## src/rtl/muldiv_unit_pkg.sv

```systemverilog
`default_nettype none
// ============================================================================
//  Module   : muldiv_unit_pkg
//  Purpose  : Shared operation codes, FSM state encoding and helpers for the
//             HI/LO multiply/divide engine.
//  Contents : MD_WIDTH / MD_CNT_W defaults, md_op_e, md_state_e,
//             md_is_arith(), md_is_signed()
//  Revision : 1.0  initial release
// ============================================================================
package muldiv_unit_pkg;

    localparam int MD_WIDTH = 32;
    localparam int MD_CNT_W = 5;

    typedef enum logic [2:0] {
        MD_NONE  = 3'd0,
        MD_MULT  = 3'd1,
        MD_MULTU = 3'd2,
        MD_DIV   = 3'd3,
        MD_DIVU  = 3'd4,
        MD_MTHI  = 3'd5,
        MD_MTLO  = 3'd6,
        MD_RSVD  = 3'd7
    } md_op_e;

    typedef enum logic [1:0] {
        MD_IDLE = 2'd0,
        MD_CALC = 2'd1,
        MD_FIX  = 2'd2
    } md_state_e;

    // Operations that run through the multi-cycle datapath.
    function automatic logic md_is_arith(input logic [2:0] op);
        return (op == MD_MULT) || (op == MD_MULTU) ||
               (op == MD_DIV)  || (op == MD_DIVU);
    endfunction

    // Operations whose operands are two's-complement.
    function automatic logic md_is_signed(input logic [2:0] op);
        return (op == MD_MULT) || (op == MD_DIV);
    endfunction

endpackage
`default_nettype wire

```

## src/rtl/muldiv_unit_if.sv

```systemverilog
`default_nettype none
// ============================================================================
//  Module   : muldiv_unit_if
//  Purpose  : Request/result bundle between EX and the HI/LO engine.
//  Signals  : start, md_op[2:0], a, b, flush   (EX -> engine)
//             busy, done, hi, lo               (engine -> EX)
//  Modports : master (EX side), slave (engine side)
//  Revision : 1.0  initial release
// ============================================================================
interface muldiv_unit_if
    import muldiv_unit_pkg::*;
#(
    parameter int WIDTH = MD_WIDTH
);
    logic             start;
    logic [2:0]       md_op;
    logic [WIDTH-1:0] a;
    logic [WIDTH-1:0] b;
    logic             flush;
    logic             busy;
    logic             done;
    logic [WIDTH-1:0] hi;
    logic [WIDTH-1:0] lo;

    modport master (
        output start, md_op, a, b, flush,
        input  busy, done, hi, lo
    );

    modport slave (
        input  start, md_op, a, b, flush,
        output busy, done, hi, lo
    );
endinterface
`default_nettype wire

```

## src/rtl/muldiv_unit_md_div_step.sv

```systemverilog
`default_nettype none
// ============================================================================
//  Module   : md_div_step
//  Purpose  : One combinational restoring-division step. The next dividend
//             bit is shifted from the top of quo into rem; if the partial
//             remainder covers the divisor it is subtracted and a 1 enters
//             the quotient, else a 0 enters.
//  Ports    : rem_i, quo_i, div_i (in)  rem_o, quo_o (out)
//  Revision : 1.0  initial release
// ============================================================================
module md_div_step #(
    parameter int WIDTH = 32
) (
    input  wire logic [WIDTH-1:0] rem_i,
    input  wire logic [WIDTH-1:0] quo_i,
    input  wire logic [WIDTH-1:0] div_i,
    output logic      [WIDTH-1:0] rem_o,
    output logic      [WIDTH-1:0] quo_o
);
    logic [WIDTH:0]   w_part;
    logic [WIDTH-1:0] w_diff;

    assign w_part = {rem_i, quo_i[WIDTH-1]};
    // When the subtraction is taken the result is below the divisor, so the
    // low WIDTH bits are exact.
    assign w_diff = w_part[WIDTH-1:0] - div_i;

    always_comb begin
        rem_o = w_part[WIDTH-1:0];
        quo_o = {quo_i[WIDTH-2:0], 1'b0};
        if (w_part >= {1'b0, div_i}) begin
            rem_o = w_diff;
            quo_o = {quo_i[WIDTH-2:0], 1'b1};
        end
    end
endmodule
`default_nettype wire

```

## src/rtl/muldiv_unit.sv

```systemverilog
`default_nettype none
// ============================================================================
//  Module   : muldiv_unit
//  Purpose  : Multi-cycle MULT/MULTU/DIV/DIVU engine owning HI/LO. Also
//             performs MTHI/MTLO in a single edge. Works on operand
//             magnitudes for 32 radix-2 steps, then applies the sign fix.
//  Ports    : clk, rst (sync, active-high)
//             md : muldiv_unit_if.slave (start, md_op, a, b, flush ->
//                  busy, done, hi, lo)
//  Revision : 1.0  initial release
// ============================================================================
module muldiv_unit
    import muldiv_unit_pkg::*;
#(
    parameter int WIDTH = MD_WIDTH,
    parameter int CNT_W = MD_CNT_W
) (
    input  wire logic     clk,
    input  wire logic     rst,
    muldiv_unit_if.slave  md
);
    md_state_e        state_q, state_d;
    md_op_e           op_q;
    logic             sa_q, sb_q;
    logic [WIDTH-1:0] acc_hi_q, acc_lo_q;   // product / {rem, quo}
    logic [WIDTH-1:0] bmag_q;               // multiplicand / divisor magnitude
    logic [CNT_W-1:0] cnt_q;
    logic [WIDTH-1:0] hi_q, lo_q;
    logic             done_q;

    logic             w_req_signed;
    logic             w_accept;
    logic [WIDTH-1:0] w_a_mag, w_b_mag;
    logic             w_is_mult;
    logic [WIDTH:0]   w_mul_sum;
    logic [WIDTH-1:0] w_div_rem, w_div_quo;
    logic [2*WIDTH-1:0] w_prod_fix;
    logic [WIDTH-1:0] w_quo_fix, w_rem_fix;
    logic [WIDTH-1:0] w_fix_hi, w_fix_lo;

    assign w_req_signed = md_is_signed(md.md_op);
    assign w_accept     = md.start && !md.flush && md_is_arith(md.md_op);
    assign w_a_mag      = (w_req_signed && md.a[WIDTH-1]) ? -md.a : md.a;
    assign w_b_mag      = (w_req_signed && md.b[WIDTH-1]) ? -md.b : md.b;
    assign w_is_mult    = (op_q == MD_MULT) || (op_q == MD_MULTU);

    // Shift-add: multiplier sits in acc_lo and is consumed LSB first while
    // the partial product grows into acc_hi.
    assign w_mul_sum = {1'b0, acc_hi_q} + (acc_lo_q[0] ? {1'b0, bmag_q} : '0);

    md_div_step #(.WIDTH(WIDTH)) u_div_step (
        .rem_i (acc_hi_q),
        .quo_i (acc_lo_q),
        .div_i (bmag_q),
        .rem_o (w_div_rem),
        .quo_o (w_div_quo)
    );

    // Sign fix. A zero divisor yields rem=|a| from the restoring loop, so
    // re-applying the dividend sign restores the raw a for HI.
    assign w_prod_fix = (sa_q ^ sb_q) ? -{acc_hi_q, acc_lo_q} : {acc_hi_q, acc_lo_q};
    assign w_quo_fix  = (sa_q ^ sb_q) ? -acc_lo_q : acc_lo_q;
    assign w_rem_fix  = sa_q ? -acc_hi_q : acc_hi_q;
    assign w_fix_hi   = w_is_mult ? w_prod_fix[2*WIDTH-1:WIDTH] : w_rem_fix;
    assign w_fix_lo   = w_is_mult ? w_prod_fix[WIDTH-1:0] :
                        ((bmag_q == '0) ? '1 : w_quo_fix);

    always_comb begin
        state_d = state_q;
        case (state_q)
            MD_IDLE: if (w_accept) state_d = MD_CALC;
            MD_CALC: begin
                if (md.flush)
                    state_d = MD_IDLE;
                else if (cnt_q == CNT_W'(WIDTH - 1))
                    state_d = MD_FIX;
            end
            MD_FIX:  state_d = MD_IDLE;
            default: state_d = MD_IDLE;
        endcase
    end

    always_ff @(posedge clk) begin
        if (rst) state_q <= MD_IDLE;
        else     state_q <= state_d;
    end

    always_ff @(posedge clk) begin
        if (rst) begin
            op_q     <= MD_NONE;
            sa_q     <= 1'b0;
            sb_q     <= 1'b0;
            acc_hi_q <= '0;
            acc_lo_q <= '0;
            bmag_q   <= '0;
            cnt_q    <= '0;
            hi_q     <= '0;
            lo_q     <= '0;
            done_q   <= 1'b0;
        end else begin
            done_q <= 1'b0;
            case (state_q)
                MD_IDLE: begin
                    if (w_accept) begin
                        op_q     <= md_op_e'(md.md_op);
                        sa_q     <= w_req_signed && md.a[WIDTH-1];
                        sb_q     <= w_req_signed && md.b[WIDTH-1];
                        acc_hi_q <= '0;
                        acc_lo_q <= w_a_mag;
                        bmag_q   <= w_b_mag;
                        cnt_q    <= '0;
                    end else if (md.start && !md.flush) begin
                        if (md.md_op == MD_MTHI) hi_q <= md.a;
                        if (md.md_op == MD_MTLO) lo_q <= md.a;
                    end
                end
                MD_CALC: begin
                    if (!md.flush) begin
                        cnt_q <= cnt_q + 1'b1;
                        if (w_is_mult) begin
                            {acc_hi_q, acc_lo_q} <= {w_mul_sum, acc_lo_q[WIDTH-1:1]};
                        end else begin
                            acc_hi_q <= w_div_rem;
                            acc_lo_q <= w_div_quo;
                        end
                    end
                end
                MD_FIX: begin
                    if (!md.flush) begin
                        hi_q   <= w_fix_hi;
                        lo_q   <= w_fix_lo;
                        done_q <= 1'b1;
                    end
                end
                default: ;
            endcase
        end
    end

    assign md.busy = (state_q != MD_IDLE);
    assign md.done = done_q;
    assign md.hi   = hi_q;
    assign md.lo   = lo_q;
endmodule
`default_nettype wire

```

## src/flat_wrapper.sv

```systemverilog
// flat-port wrapper written by rule: the top's interface ports become plain ports
module muldiv_unit_flat import muldiv_unit_pkg::*;
#(
    parameter int WIDTH = MD_WIDTH,
    parameter int CNT_W = MD_CNT_W
)
  (clk, rst, md_start, md_md_op, md_a, md_b, md_flush, md_busy, md_done, md_hi, md_lo);
  muldiv_unit_if #(.WIDTH(WIDTH)) md_i ();
  input  wire logic clk;
  input  wire logic rst;
  input wire logic [$bits(md_i.start)-1:0] md_start;
  input wire logic [$bits(md_i.md_op)-1:0] md_md_op;
  input wire logic [$bits(md_i.a)-1:0] md_a;
  input wire logic [$bits(md_i.b)-1:0] md_b;
  input wire logic [$bits(md_i.flush)-1:0] md_flush;
  output wire logic [$bits(md_i.busy)-1:0] md_busy;
  output wire logic [$bits(md_i.done)-1:0] md_done;
  output wire logic [$bits(md_i.hi)-1:0] md_hi;
  output wire logic [$bits(md_i.lo)-1:0] md_lo;
  assign md_i.start = md_start;
  assign md_i.md_op = md_md_op;
  assign md_i.a = md_a;
  assign md_i.b = md_b;
  assign md_i.flush = md_flush;
  assign md_busy = md_i.busy;
  assign md_done = md_i.done;
  assign md_hi = md_i.hi;
  assign md_lo = md_i.lo;
  muldiv_unit #(.WIDTH(WIDTH), .CNT_W(CNT_W)) u_core (.clk(clk), .rst(rst), .md(md_i));
endmodule
```

## config.mk

```make
export PLATFORM = sky130hd
export DESIGN_NAME = muldiv_unit_flat
export DESIGN_NICKNAME = d
export VERILOG_FILES = /design/src/rtl/muldiv_unit_pkg.sv /design/src/rtl/muldiv_unit_if.sv /design/src/rtl/muldiv_unit_md_div_step.sv /design/src/rtl/muldiv_unit.sv /design/src/flat_wrapper.sv
export SDC_FILE = /design/constraint.sdc
export NUM_CORES = 1
export LEC_CHECK = 0
export CAP_MARGIN = 20
export CORE_MARGIN = 3
export CORE_UTILIZATION = 55
export CTS_CLUSTER_DIAMETER = 60
export DETAILED_ROUTE_END_ITERATION = 7
export GPL_TIMING_DRIVEN = 0
export PLACE_DENSITY = 0.73
export SYNTH_ARGS = -nofsm -noshare
export SYNTH_HDL_FRONTEND = slang
export SYNTH_SLANG_ARGS = --single-unit
```

## constraint.sdc

```tcl
create_clock -name clk -period 6.3 [get_ports clk]
set_input_delay 1.26 -clock clk [delete_from_list [all_inputs] [get_ports clk]]
set_output_delay 1.26 -clock clk [all_outputs]
set_load 0.1 [all_outputs]
```

==> results.py, run 1 <==
metrics = {
    "grt": {
        "grt_pass1_wl_mm": 84.64,
        "antenna_found_initial": 1,
        "overflow": 0,
        "track_usage_pct": 40.50,
        "grt_pass1_vias": 14614,
        "grt_max_degree": 20,
    },
    "synthesis": {
        "synth-edff-count": 0,
        "avgSynthCellArea_um2": 7.214,
        "yosysWarnings": 0,
        "synth_seq_area_share_pct": 24.93,
        "synth_flop_cell": "dfxtp_1",
        "synthCells": 1926,
        "synthArstFlopShare_pct": 0,
        "ys_ff_latch": 173,
        "syn_area_mm2": 0.01389,
        "synth_cell_types": 72,
        "synth_fp_nets": 2069,
    },
    "routing": {
        "antenna_left": 0,
        "drt-pass1-iter-count": 6,
        "via_per_inst": 6.575,
        "drt-initial-drc-count": 1952,
        "drc_errors": 0,
        "wire_per_inst_um": 23.04,
        "vias": 15899,
        "wl_mm": 55.72,
    },
    "placed_design": {
        "gp_congestion": 1.028,
        "dp_hpwl_mm": 43.60,
        "post_dp_cell_area_mm2": 0.01565,
        "port-buffer-count": 134,
    },
    "setup_path": {
        "crit_end": "u_core.acc_hi_q[29]$_SDFFE_PP0P_",
        "r2r-end": "u_core.acc_hi_q[29]$_SDFFE_PP0P_",
        "startpoint": "u_core.acc_lo_q[0]$_SDFFE_PP0P_",
        "cp-end-kind": "register",
        "crit_path_cell_trace": "inv_1 -> clkbuf_1 -> nor2_1 -> ha_1 -> o2111ai_1 -> a2111oi_1 -> o2111ai_1 -> a2111oi_1 -> o21ai_1 -> o21ba_2 -> xnor2_1 -> a221o_1",
        "r2r-start": "u_core.acc_lo_q[0]$_SDFFE_PP0P_",
        "start_kind": "register",
        "critPathKind": "reg -> reg",
        "crit_slowest_cell": "a2111oi_1",
        "required_ns": 6.64,
        "cp.arrival_ns": 5.24,
        "rrSetupSlack_ns": 1.40,
        "crit_path_max_fanout": 10,
        "cp_slowest_stage_delay_ns": 0.92,
        "reg2regPathDepth": 12,
    },
    "power_and_ir_drop": {
        "power_density_mw_per_mm2": 194.2,
        "p_comb_share_pct": 28.2,
        "power_frac_seq_pct": 37.1,
        "ir_drop_mv": 0.1565,
        "p_sw_share_pct": 37.58,
        "p_sw_mw": 1.186,
        "leakagePower_nw": 6.060,
        "p_int_mw": 1.970,
        "power_frac_clock_pct": 34.7,
    },
    "sta": {
        "hold_viol": 0,
        "final_max_slew_viol_count": 0,
        "finalSetupViolations": 0,
        "slew_headroom_pct": 27.99,
        "tightest_slew_ns": 1.077,
        "grt_setup_unrepaired": "false",
        "fin_crit_ns": 4.899,
        "timing.final.crit_share_pct": 77.77,
        "fin_skew_ns": 0.01498,
        "fmax_mhz": 204.1,
        "fin_tns_setup_ns": 0,
    },
    "clock_network": {
        "hold_buffers": 0,
        "h-tree-depth": 4,
        "ctsResizeCount": 0,
        "cts_buffer_depth": 2,
        "cts.sinks": 173,
        "cts_buffers": 17,
        "root_buffer": "clkbuf_16",
        "cts_tree": "done",
        "clock_latency_ns": 0.46,
        "cts_setup_buffers": 0,
        "clkTransAtPathRegs_ns": 0.07,
    },
    "run_status": {
        "outcome": "finished, final reports clean",
    },
    "cells_and_area": {
        "nFillCells": 2264,
        "drive_gt1_share_pct": 2.867,
        "finish.instance_area_mm2": 0.01625,
        "area_delta_synth_final_pct": 16.95,
        "seq_area_mm2": 0.003463,
        "multi_input_area_mm2": 0.009701,
        "nets": 2223,
    },
    "die": {
        "pin_count": 137,
        "floorplan.die.width_um": 164.9,
        "coreArea_mm2": 0.02460,
        "rows": 57,
        "initial_core_util_pct": 56.47,
        "die_y_um": 164.9,
        "dieArea_mm2": 0.02721,
    },
    "flow_run": {
        "cap_viol_max_count": 0,
    },
    "min_path": {
        "min_path_type": "reg -> reg",
    },
}
logic make-up after synthesis:
group	after synthesis	synth area share (%)
compound gates	626	28.75
xor+xnor	176	11.09
fa+ha+maj	72	6.592
buf+inv	192	5.295
flops	173	24.93
mux	15	1.081
simple gates	672	22.26
cells in the mapped netlist (all sizes together) (5+ instances only):
| cell type | number | area, um2 |
|---|---|---|
| a2111oi | 5 | 46.30 |
| a211o | 11 | 96.34 |
| a211oi | 40 | 300.3 |
| a21o | 33 | 247.7 |
| a21oi | 201 | 1010 |
| a22o | 15 | 131.4 |
| a22oi | 9 | 67.56 |
| a311oi | 10 | 87.58 |
| a31oi | 26 | 162.7 |
| a32oi | 5 | 43.79 |
| and2 | 10 | 62.56 |
| and3 | 9 | 56.30 |
| and4 | 5 | 43.79 |
| buf | 18 | 82.58 |
| clkbuf | 106 | 397.9 |
| dfxtp | 173 | 3463 |
| ha | 70 | 875.8 |
| inv | 68 | 255.2 |
| mux2i | 15 | 150.1 |
| nand2 | 239 | 897.1 |
| nand2b | 20 | 125.1 |
| nand3 | 53 | 265.3 |
| nand4 | 11 | 68.82 |
| nor2 | 200 | 750.7 |
| nor2b | 15 | 93.84 |
| nor3 | 40 | 200.2 |
| nor3b | 6 | 45.04 |
| nor4 | 29 | 217.7 |
| o211ai | 40 | 300.3 |
| o21a | 9 | 67.56 |
| o21ai | 128 | 644.4 |
| o21bai | 7 | 52.55 |
| o221ai | 27 | 236.5 |
| o22ai | 8 | 50.05 |
| o31ai | 19 | 152.6 |
| o41ai | 6 | 52.55 |
| or3 | 14 | 87.58 |
| or4 | 8 | 75.07 |
| xnor2 | 112 | 980.9 |
| xor2 | 64 | 560.5 |
area by class of cell:
type | instances | share of cell area, %
clock inverter | 15 | 1.032
antenna | 1 | 0.01540
clock buffer | 17 | 2.618
inverter | 68 | 1.571
multi-input combinational | 1561 | 59.70
sequential | 173 | 21.31
buffer | 124 | 2.957
timing repair buffer | 135 | 8.301
tap | 324 | 2.495
stage by stage:
step | worst slack, ns | utilization, % | power, mW | hold WS (ns) | cells
6_report | 1.401 | 66.04 | 3.155 | 0.4511 | 2418
3_3_place_gp | 1.540 | 63.57 | 2.044 | 0.4335 | 2384
3_5_place_dp | 1.585 | 63.62 | 2.052 | 0.4432 | 2385
5_1_grt | 1.277 | 66.03 | 3.250 | 0.4677 | 2417
2_1_floorplan | 2.792 | - | 1.767 | 0.4446 | 1926
4_1_cts | 1.570 | 66.03 | 3.123 | 0.4530 | 2417
worst min-delay path by stage:
| stage | from | endpoint | slack [ns] | depth (start not counted) |
|---|---|---|---|---|
| 4_1_cts | u_core.md.lo[19]$_SDFFE_PP0P_ | u_core.md.lo[19]$_SDFFE_PP0P_ | 0.45 | 2 |
| 3_3_place_gp | u_core.md.hi[26]$_SDFFE_PP0P_ | u_core.md.hi[26]$_SDFFE_PP0P_ | 0.43 | 2 |
| 6_report | u_core.md.lo[19]$_SDFFE_PP0P_ | u_core.md.lo[19]$_SDFFE_PP0P_ | 0.45 | 2 |
| 2_1_floorplan | u_core.op_q[2]$_SDFFE_PP0P_ | u_core.op_q[2]$_SDFFE_PP0P_ | 0.44 | 2 |
| 5_1_grt | u_core.md.lo[20]$_SDFFE_PP0P_ | u_core.md.lo[20]$_SDFFE_PP0P_ | 0.47 | 2 |
| 3_5_place_dp | u_core.md.lo[19]$_SDFFE_PP0P_ | u_core.md.lo[19]$_SDFFE_PP0P_ | 0.44 | 2 |
metal layers:
layer	routed length [um]	vias up	GRT usage [%]
met5	18	-	0
met4	3323	2	21.24
met3	6484	229	9.681
met2	23930	1044	62.11
met1	21970	7343	52.73
li1	-	7281	-
state kept, by name, summed over array words and instances, names as in the netlist, 2 cells and up:
name             cells
u_core.op_q          3
u_core.bmag_q       32
u_core.cnt_q         5
u_core.md.lo        32
u_core.acc_lo_q     32
u_core.acc_hi_q     32
u_core.md.hi        32
u_core.state_q       2
critical path: cells and delay by family (launching register included):
family	cells	cell delay (ns)
AO/OA/AOI/OAI	7	3.08
buffers and inverters	2	0.65
flip-flops	1	0.41
adder cells (fa/ha/maj)	1	0.39
AND/OR/NAND/NOR	1	0.12
XOR/XNOR	1	0.12
cell usage in the layout (no fill, tap or decap), types with 7 or more instances in the layout:
master	synthesis	final
nand2_1	239	239
nor2_1	200	200
a21oi_1	200	200
dfxtp_1	173	173
clkdlybuf4s50_1	0	134
o21ai_0	116	116
xnor2_1	112	112
clkbuf_1	106	106
ha_1	70	70
inv_1	68	68
xor2_1	64	64
nand3_1	53	53
nor3_1	40	40
a211oi_1	40	40
o211ai_1	40	40
a21o_1	33	33
o221ai_1	27	27
nor4_1	26	26
a31oi_1	26	26
nand2b_1	20	20
clkbuf_16	0	17
o31ai_1	17	16
nor2b_1	15	15
a22o_1	15	15
mux2i_1	15	15
or3_1	14	14
buf_1	11	11
nand4_1	11	11
a211o_1	11	11
o21ai_1	11	11
a311oi_1	10	10
and3_1	9	9
a22oi_1	9	9
o21a_1	9	9
and2_1	8	8
o22ai_1	8	8
o21bai_1	7	7
power groups by stage:
stage,clock [mW],sequential (mW),combinational [mW]
detailed placement,0,1.19,0.857
global route,1.13,1.17,0.945
CTS,1.09,1.17,0.862
finish,1.10,1.17,0.888
global placement,0,1.19,0.850
floorplan,0,1.24,0.526
Note: power is estimated with default switching activity, not from simulation.
==> run 2, diff against run 1 <==
- clock period: 6.3 -> 4.7 ns (I/O delays scaled with it)
==> run 2 against run 1 <==
- via count fell by 0.12%
- maximum frequency rose by 8.3%
- flip-flop and latch count did not move
- register-to-register slack got worse by 1.2 ns
- cell area rose by 0.10%
- setup slack lost 1.2 ns
- sequential share of layout area about the same
- final cell count is essentially flat
- non-clock buffer count did not move
- critical path type unchanged
- highest routed layer is now met4
==> results.py, run 2 (same netlist as run 1, synthesis figures left out) <==
metrics = {
    "sta": {
        "fin_crit_ns": 4.525,
        "grt_setup_unrepaired": "false",
        "fmax_mhz": 221.0,
        "tightest_slew_ns": 1.076,
        "hold_viol": 0,
        "fin_tns_setup_ns": 0,
        "slew_headroom_pct": 28.05,
        "fin_skew_ns": 0.01415,
        "finalSetupViolations": 0,
        "timing.final.crit_share_pct": 96.28,
        "final_max_slew_viol_count": 0,
    },
    "flow_run": {
        "cap_viol_max_count": 0,
    },
    "die": {
        "floorplan.die.width_um": 164.9,
        "coreArea_mm2": 0.02460,
        "die_y_um": 164.9,
        "rows": 57,
        "pin_count": 137,
        "dieArea_mm2": 0.02721,
        "initial_core_util_pct": 56.47,
    },
    "setup_path": {
        "required_ns": 5.05,
        "cpMostUsedCell": "a21o_1",
        "cp-end-kind": "register",
        "rrSetupSlack_ns": 0.17,
        "crit_path_max_fanout": 10,
        "cp.arrival_ns": 4.87,
        "critPathKind": "reg -> reg",
        "crit_slowest_cell": "a311oi_1",
        "path_delay_family": "compound AO/OA/AOI/OAI gates",
        "crit_path_cell_trace": "inv_1 -> clkbuf_1 -> nor2_1 -> ha_1 -> clkbuf_1 -> a21o_1 -> a21o_1 -> a21o_1 -> a311oi_1 -> o221ai_1 -> a31oi_1 -> xor2_1 -> o22ai_1 -> a221o_1",
        "start_kind": "register",
        "path_buf_inv": 3,
        "cp_slowest_stage_delay_ns": 0.76,
    },
    "clock_network": {
        "hold_buffers": 0,
        "cts_tree": "done",
        "clock_latency_ns": 0.46,
        "clkTransAtPathRegs_ns": 0.08,
        "cts_buffer_depth": 2,
        "h-tree-depth": 4,
        "cts_buffers": 17,
        "cts.sinks": 173,
        "root_buffer": "clkbuf_16",
    },
    "cells_and_area": {
        "multi_input_area_mm2": 0.009718,
        "nFillCells": 2262,
        "area_delta_synth_final_pct": 17.06,
        "n_antenna_cell": 0,
        "layout_common_cells": "239 x nand2_1, 200 x nor2_1, 200 x a21oi_1",
        "finish.instance_area_mm2": 0.01627,
        "nets": 2223,
        "drive_gt1_share_pct": 2.962,
        "postLayoutCoreUtil_pct": 66.11,
        "seq_area_mm2": 0.003463,
        "layout_commonest_cell": "nand2_1",
    },
    "power_and_ir_drop": {
        "power_density_mw_per_mm2": 260.4,
        "p_int_mw": 2.640,
        "p_sw_mw": 1.596,
        "power_frac_seq_pct": 37.1,
        "leakagePower_nw": 6.063,
        "p_comb_share_pct": 28.1,
        "power_frac_clock_pct": 34.8,
        "finalPower_mw": 4.236,
        "p_sw_share_pct": 37.67,
        "ir_drop_mv": 0.2089,
    },
    "routing": {
        "drc_errors": 0,
        "vias": 15880,
        "drt-initial-drc-count": 2192,
        "wire_per_inst_um": 23.08,
        "wl_met2_mm": 24.00,
        "met1Wirelength_mm": 21.87,
        "highest_layer": "met4",
        "route.met3.wl_mm": 6.748,
        "antenna_left": 0,
        "drt-pass1-iter-count": 6,
        "via_per_inst": 6.570,
        "wl_mm": 55.78,
    },
    "placed_design": {
        "port-buffer-count": 134,
        "dp_hpwl_mm": 43.60,
        "post_dp_cell_area_mm2": 0.01565,
        "gp_congestion": 1.028,
    },
    "grt": {
        "grt_pass1_wl_mm": 84.64,
        "grt_max_degree": 20,
        "antenna_found_initial": 0,
        "overflow": 0,
        "grt_pass1_vias": 14606,
        "track_usage_pct": 40.52,
    },
    "min_path": {
        "min_path_type": "reg -> reg",
    },
    "run_status": {
        "outcome": "finished, final reports clean",
    },
}
-- run 2: changes by cell type in the layout (fill, tap and decap cells not counted), sizes merged --
cell	before	now
diode	1	0
-- run 2: metal layers --
metal,global-route usage (%),vias to the layer above
met5,0,-
met4,20.85,0
met3,9.581,200
met2,62.13,1069
met1,52.97,7336
li1,-,7275
-- run 2: path summary, 6_finish.rpt --
kind / to / cells after the start / startpoint
worst min register to register: u_core.md.lo[19]$_SDFFE_PP0P_ / 2 / u_core.md.lo[19]$_SDFFE_PP0P_
worst min-delay path: u_core.md.lo[19]$_SDFFE_PP0P_ / 2 / u_core.md.lo[19]$_SDFFE_PP0P_
worst max register to register: u_core.acc_hi_q[28]$_SDFFE_PP0P_ / 14 / u_core.acc_lo_q[0]$_SDFFE_PP0P_
worst max-delay path: u_core.acc_hi_q[28]$_SDFFE_PP0P_ / 14 / u_core.acc_lo_q[0]$_SDFFE_PP0P_
-- run 2: what timing repair did --
action / 4_1_cts / 5_1_grt
resized for setup: 1 / 3
endpoints found under the setup margin: 1 / 2
pin swaps: 0 / 0
buffers inserted: 0 / 0
-- run 2: layout make-up --
class,count,share of cell area (%)
Multi-Input combinational cell,1561,59.75
Sequential cell,173,21.29
Timing Repair Buffer,135,8.292
Buffer,124,2.962
Clock buffer,17,2.615
Tap cell,324,2.492
Inverter,68,1.569
Clock inverter,15,1.031
-- run 2: tightest hold or removal path, cell delays in order, from the launching register on --
cell and delay [ns]:
dfxtp_1 0.31, nand2_1 0.05, a21oi_1 0.05
-- run 2: through the flow --
stage	hold WS [ns]	worst slack, ns	std cells
6_report	0.4512	0.1750	2417
5_1_grt	0.4679	0.02221	2417
4_1_cts	0.4530	0.2077	2417
3_5_place_dp	0.4432	-0.01521	2385
3_3_place_gp	0.4335	-0.06012	2384
2_1_floorplan	0.4446	1.192	1926
-- run 2: power groups by stage --
stage	clock, mW	sequential [mW]	combinational [mW]
after floorplan	0	1.66	0.705
after global placement	0	1.60	1.14
after detailed placement	0	1.60	1.15
after CTS	1.46	1.57	1.16
after global routing	1.52	1.57	1.27
final	1.47	1.57	1.19
==> RTL edit 1: new RTL, settings of run 2 <==
The 3 states of `md_state_e` get a one-hot encoding in 3 bits.
--- a/src/rtl/muldiv_unit_pkg.sv
+++ b/src/rtl/muldiv_unit_pkg.sv
@@ -24,8 +24,8 @@
     } md_op_e;
 
-    typedef enum logic [1:0] {
-        MD_IDLE = 2'd0,
-        MD_CALC = 2'd1,
-        MD_FIX  = 2'd2
+    typedef enum logic [2:0] {
+        MD_IDLE = 3'b001,
+        MD_CALC = 3'b010,
+        MD_FIX  = 3'b100
     } md_state_e;
 
Formal check against the unedited RTL: no difference found for any inputs over 4 cycles, from zero or initial values and one cycle with rst high; so few cycles prove little.
==> RTL edit 1 against run 2 <==
  * The flow now finishes with violations (design-rule violations)
  * Largest power group unchanged
  * Routed wire length is 1.1% higher
  * Sequential cell count is 1 higher
  * Synthesized area is 3.5% higher
  * Final area is 3.2% higher
  * Critical path depth is 2 lower
  * Setup slack better by 180 ps
  * Clock skew is 5.0 ps higher
  * Largest cell class unchanged
  * Maximum frequency is 4.1% higher
  * Hold slack worse by 1.0 ps
  * Via count is 2.8% higher
  * Power is 3.4% lower
==> RTL edit 1: results (changes against run 2) <==
critical_path:
  crit_fanout: 10  # unchanged
  cpPeakStageDelay_ps: 960  # was 760 ps
  worstPathArrival_ps: 4660  # was 4870 ps
  reg2reg_depth: 12  # was 14
  slowest_stage: "o41ai_1"  # was a311oi_1
logic_synthesis:
  async_reset_ff_frac: 0  # unchanged
  synth_nets: 2143  # was 2069
  ys_top_cells_by_area: "dfxtp_1, nand2_1, a21oi_1, ha_1, o21ai_0"  # was dfxtp_1, a21oi_1, xnor2_1, nand2_1, ha_1
  synth.distinct_cells: 87  # was 72
  avgSynthCellArea_sq_um: 7.19  # was 7.21 sq um
  synth_seq_area_share: 0.242  # was 0.249
  synth_commonest_cells: "nand2_1, nor2_1, a21oi_1"  # was nand2_1, a21oi_1, nor2_1
cts:
  h-tree-depth: 4  # unchanged
  post-cts-setup-buffers: 0  # unchanged
  clockBufferDepth: 2  # unchanged
  cts_resized: 0  # was 1
placed_design:
  numPortBuffers: 136  # was 134
  place_congestion: 1.05  # was 1.03
  placed_cell_area_sq_um: 16200  # was 15700 sq um
  dp_hpwl_microns: 45300  # was 43600 microns
  place_ws_ps: 284  # was -15.2 ps
  dp_cells: 2468  # was 2385
drt:
  wl_per_cell_microns: 22.5  # was 23.1 microns
  top_layer_used: "met4"  # unchanged
  drc: 1  # was 0
  dr.pass1.iters: 8  # was 6
  wl_met1_microns: 22700  # was 21900 microns
  wl_met3_microns: 6060  # was 6750 microns
  first_iter_violations: 2130  # was 2192
  via_per_inst: 6.53  # was 6.57
  wl_met2_microns: 23900  # was 24000 microns
  wirelength_microns: 56400  # was 55800 microns
layout:
  drive_gt1_frac: 0.0373  # was 0.0296
  nets: 2302  # was 2223
  fillers: 2308  # was 2262
grt:
  use_met1: 0.512  # was 0.530
  grt_max_degree: 19  # was 20
  track_usage: 0.387  # was 0.405
  grt_pass1_wl_microns: 86500  # was 84600 microns
  met3_usage: 0.0703  # was 0.0958
  use_met2: 0.597  # was 0.621
  grt_pass1_vias: 15200  # was 14600
sta:
  fin_skew_ps: 19.1  # was 14.2 ps
  max_slew_margin: 0.234  # was 0.281
status:
  status: "finished, violations left"  # was complete, no violations
  violations: "design-rule violations"
pwr:
  peakVddDrop_v: 0.000163  # was 0.000209 V
  p_leak_uw: 0.00627  # was 0.00606 uW
hold_path:
  hp-class: "register to register"  # unchanged
==> RTL edit 1: logic make-up (layout without fill, tap and decap cells) <==
kind of cell             after synthesis  in the layout  share of synthesized area
buffers and inverters                198            370                     0.0537
flip-flops                           174            174                      0.242
AND/OR/NAND/NOR                      737            737                      0.243
AO/OA/AOI/OAI                        640            640                      0.286
XOR/XNOR                             161            161                     0.0981
adder cells (fa/ha/maj)               72             72                     0.0637
multiplexers                          18             18                     0.0127
==> RTL edit 1: final cells by class <==
type                    instances  area share
clock inverters                14      0.0101
inverters                      67      0.0150
plain buffers                 131      0.0310
well taps                     330      0.0246
clock buffers                  18      0.0262
multi-input cells            1628       0.603
flip-flops and latches        174       0.208
repair buffers                140      0.0826
==> RTL edit 1: through the flow <==
| step | total power [uW] | utilization |
|---|---|---|
| final | 4090 | 0.661 |
| after global routing | 4210 | 0.661 |
| after detailed placement | 2590 | 0.636 |
| after floorplan | 2240 | - |
| after global placement | 2580 | 0.636 |
| after CTS | 4050 | 0.660 |
==> RTL edit 1: power breakdown <==
part | leakage [uW] | switching (uW) | internal [uW]
logic | 0.00456 | 686 | 351
clock network | 0.000296 | 727 | 778
registers | 0.00141 | 36.7 | 1510
total | 0.00627 | 1450 | 2640
==> RTL edit 1: path summary, 6_finish.rpt <==
kind / slack [ps] / from / end
worst max register to register: 350 / u_core.acc_lo_q[0] / u_core.acc_hi_q[24]
worst min register to register: 450 / u_core.md.hi[27] / u_core.md.hi[27]
worst max-delay path: 350 / u_core.acc_lo_q[0] / u_core.acc_hi_q[24]
worst min-delay path: 450 / u_core.md.hi[27] / u_core.md.hi[27]
==> RTL edit 2: new RTL, config.mk and constraints of run 2 <==
Without the edit above. Set the package constant `MD_CNT_W` to 7 (it was 5).
--- a/src/rtl/muldiv_unit_pkg.sv
+++ b/src/rtl/muldiv_unit_pkg.sv
@@ -11,5 +11,5 @@
 
     localparam int MD_WIDTH = 32;
-    localparam int MD_CNT_W = 5;
+    localparam int MD_CNT_W = 7;
 
     typedef enum logic [2:0] {
Formal check against the unedited RTL: same outputs for any inputs over 4 cycles, from zero or initial values and one cycle with rst high; that may be too few to reach the edited logic, so the function may still have changed.
==> RTL edit 2 against run 2 <==
  * Critical path depth shrank 2
  * Final area rose by 3.5%
  * Power increased by 7.9%
  * Sequential cell count rose by 2
  * Via count grew 5.4%
  * Routed wire length rose by 5.7%
  * Maximum frequency up 8.0%
  * Count of clock-buffer cells in the layout is the same
  * Combinational power grew 18%
  * Die area increased by 3.7%
  * Clock skew is 11 ps higher
  * Synthesized area is 3.8% higher
  * Setup slack gained 340 ps
  * Utilization barely moved
  * Critical path type unchanged
==> RTL edit 2: results (changes against run 2) <==
status:
  status: "complete, no violations"  # unchanged
layout:
  multi_input_area_share: 0.601  # was 0.597
  sh_seq_area: 0.208  # was 0.213
  nNonClkBuffers: 275  # was 259
  seq_cells: 175  # was 173
  multi_input_gates: 1623  # was 1561
  fillers: 2322  # was 2262
cts:
  cts_resized: 0  # was 1
drt:
  vias: 16700  # was 15900
  wl_per_cell_microns: 23.5  # was 23.1 microns
  wirelength_microns: 58900  # was 55800 microns
  first_iter_violations: 2417  # was 2192
sta:
  max_slew_margin: 0.209  # was 0.281
  fin_skew_ps: 25.6  # was 14.2 ps
logic_synthesis:
  synth_seq_area_share: 0.243  # was 0.249
  synthCells: 2008  # was 1926
  synth_commonest_cells: "nand2_1, a21oi_1, nor2_1"  # unchanged
  synthAdderAreaFrac: 0.0626  # was 0.0659
  synthMuxAreaShare: 0.00763  # was 0.0108
  synth-xor-area-share: 0.104  # was 0.111
  ys_top_cells_by_area: "dfxtp_1, a21oi_1, nand2_1, ha_1, xnor2_1"  # was dfxtp_1, a21oi_1, xnor2_1, nand2_1, ha_1
critical_path:
  reg2reg_depth: 12  # was 14
  slowest_stage: "a2111oi_2"  # was a311oi_1
  reg2reg_slack_ps: 510  # was 170 ps
  crit_fanout: 9  # was 10
  cp.required_ps: 4960  # was 5050 ps
floorplanning:
  die_w_microns: 168  # was 165 microns
pwr:
  pg_clk_uw: 1580  # was 1470 uW
  peakVddDrop_v: 0.000236  # was 0.000209 V
  p_leak_uw: 0.00642  # was 0.00606 uW
placed_design:
  numPortBuffers: 135  # was 134
  placed_cell_area_sq_um: 16200  # was 15700 sq um
  dp_cells: 2473  # was 2385
grt:
  track_usage: 0.398  # was 0.405
  grt_pass1_vias: 15100  # was 14600
RTL edit 2: changes by cell type in the layout (fill, tap and decap cells not counted), sizes merged, moves of 15 or more:
cell    change
xnor2      -25
xor2       +20
clkbuf     +15
o31ai      +16
nand2      +16
RTL edit 2: worst min path at each step:
stage | startpoint | endpoint | slack (ps) | cells after the start
2_1_floorplan | u_core.cnt_q[6] | u_core.state_q[1] | 440 | 1
3_3_place_gp | u_core.md.hi[24] | u_core.md.hi[24] | 440 | 2
3_5_place_dp | u_core.md.hi[24] | u_core.md.hi[24] | 440 | 2
4_1_cts | u_core.md.hi[24] | u_core.md.hi[24] | 450 | 2
5_1_grt | u_core.md.hi[23] | u_core.md.hi[23] | 470 | 2
6_report | u_core.md.hi[24] | u_core.md.hi[24] | 450 | 2
RTL edit 2: routing by layer:
layer / wire (microns) / vias up / GRT usage
met5: 0 / - / 0
met4: 4000 / 0 / 0.231
met2: 25600 / 1210 / 0.618
met3: 7110 / 227 / 0.0862
li1: - / 7601 / -
met1: 22200 / 7698 / 0.509
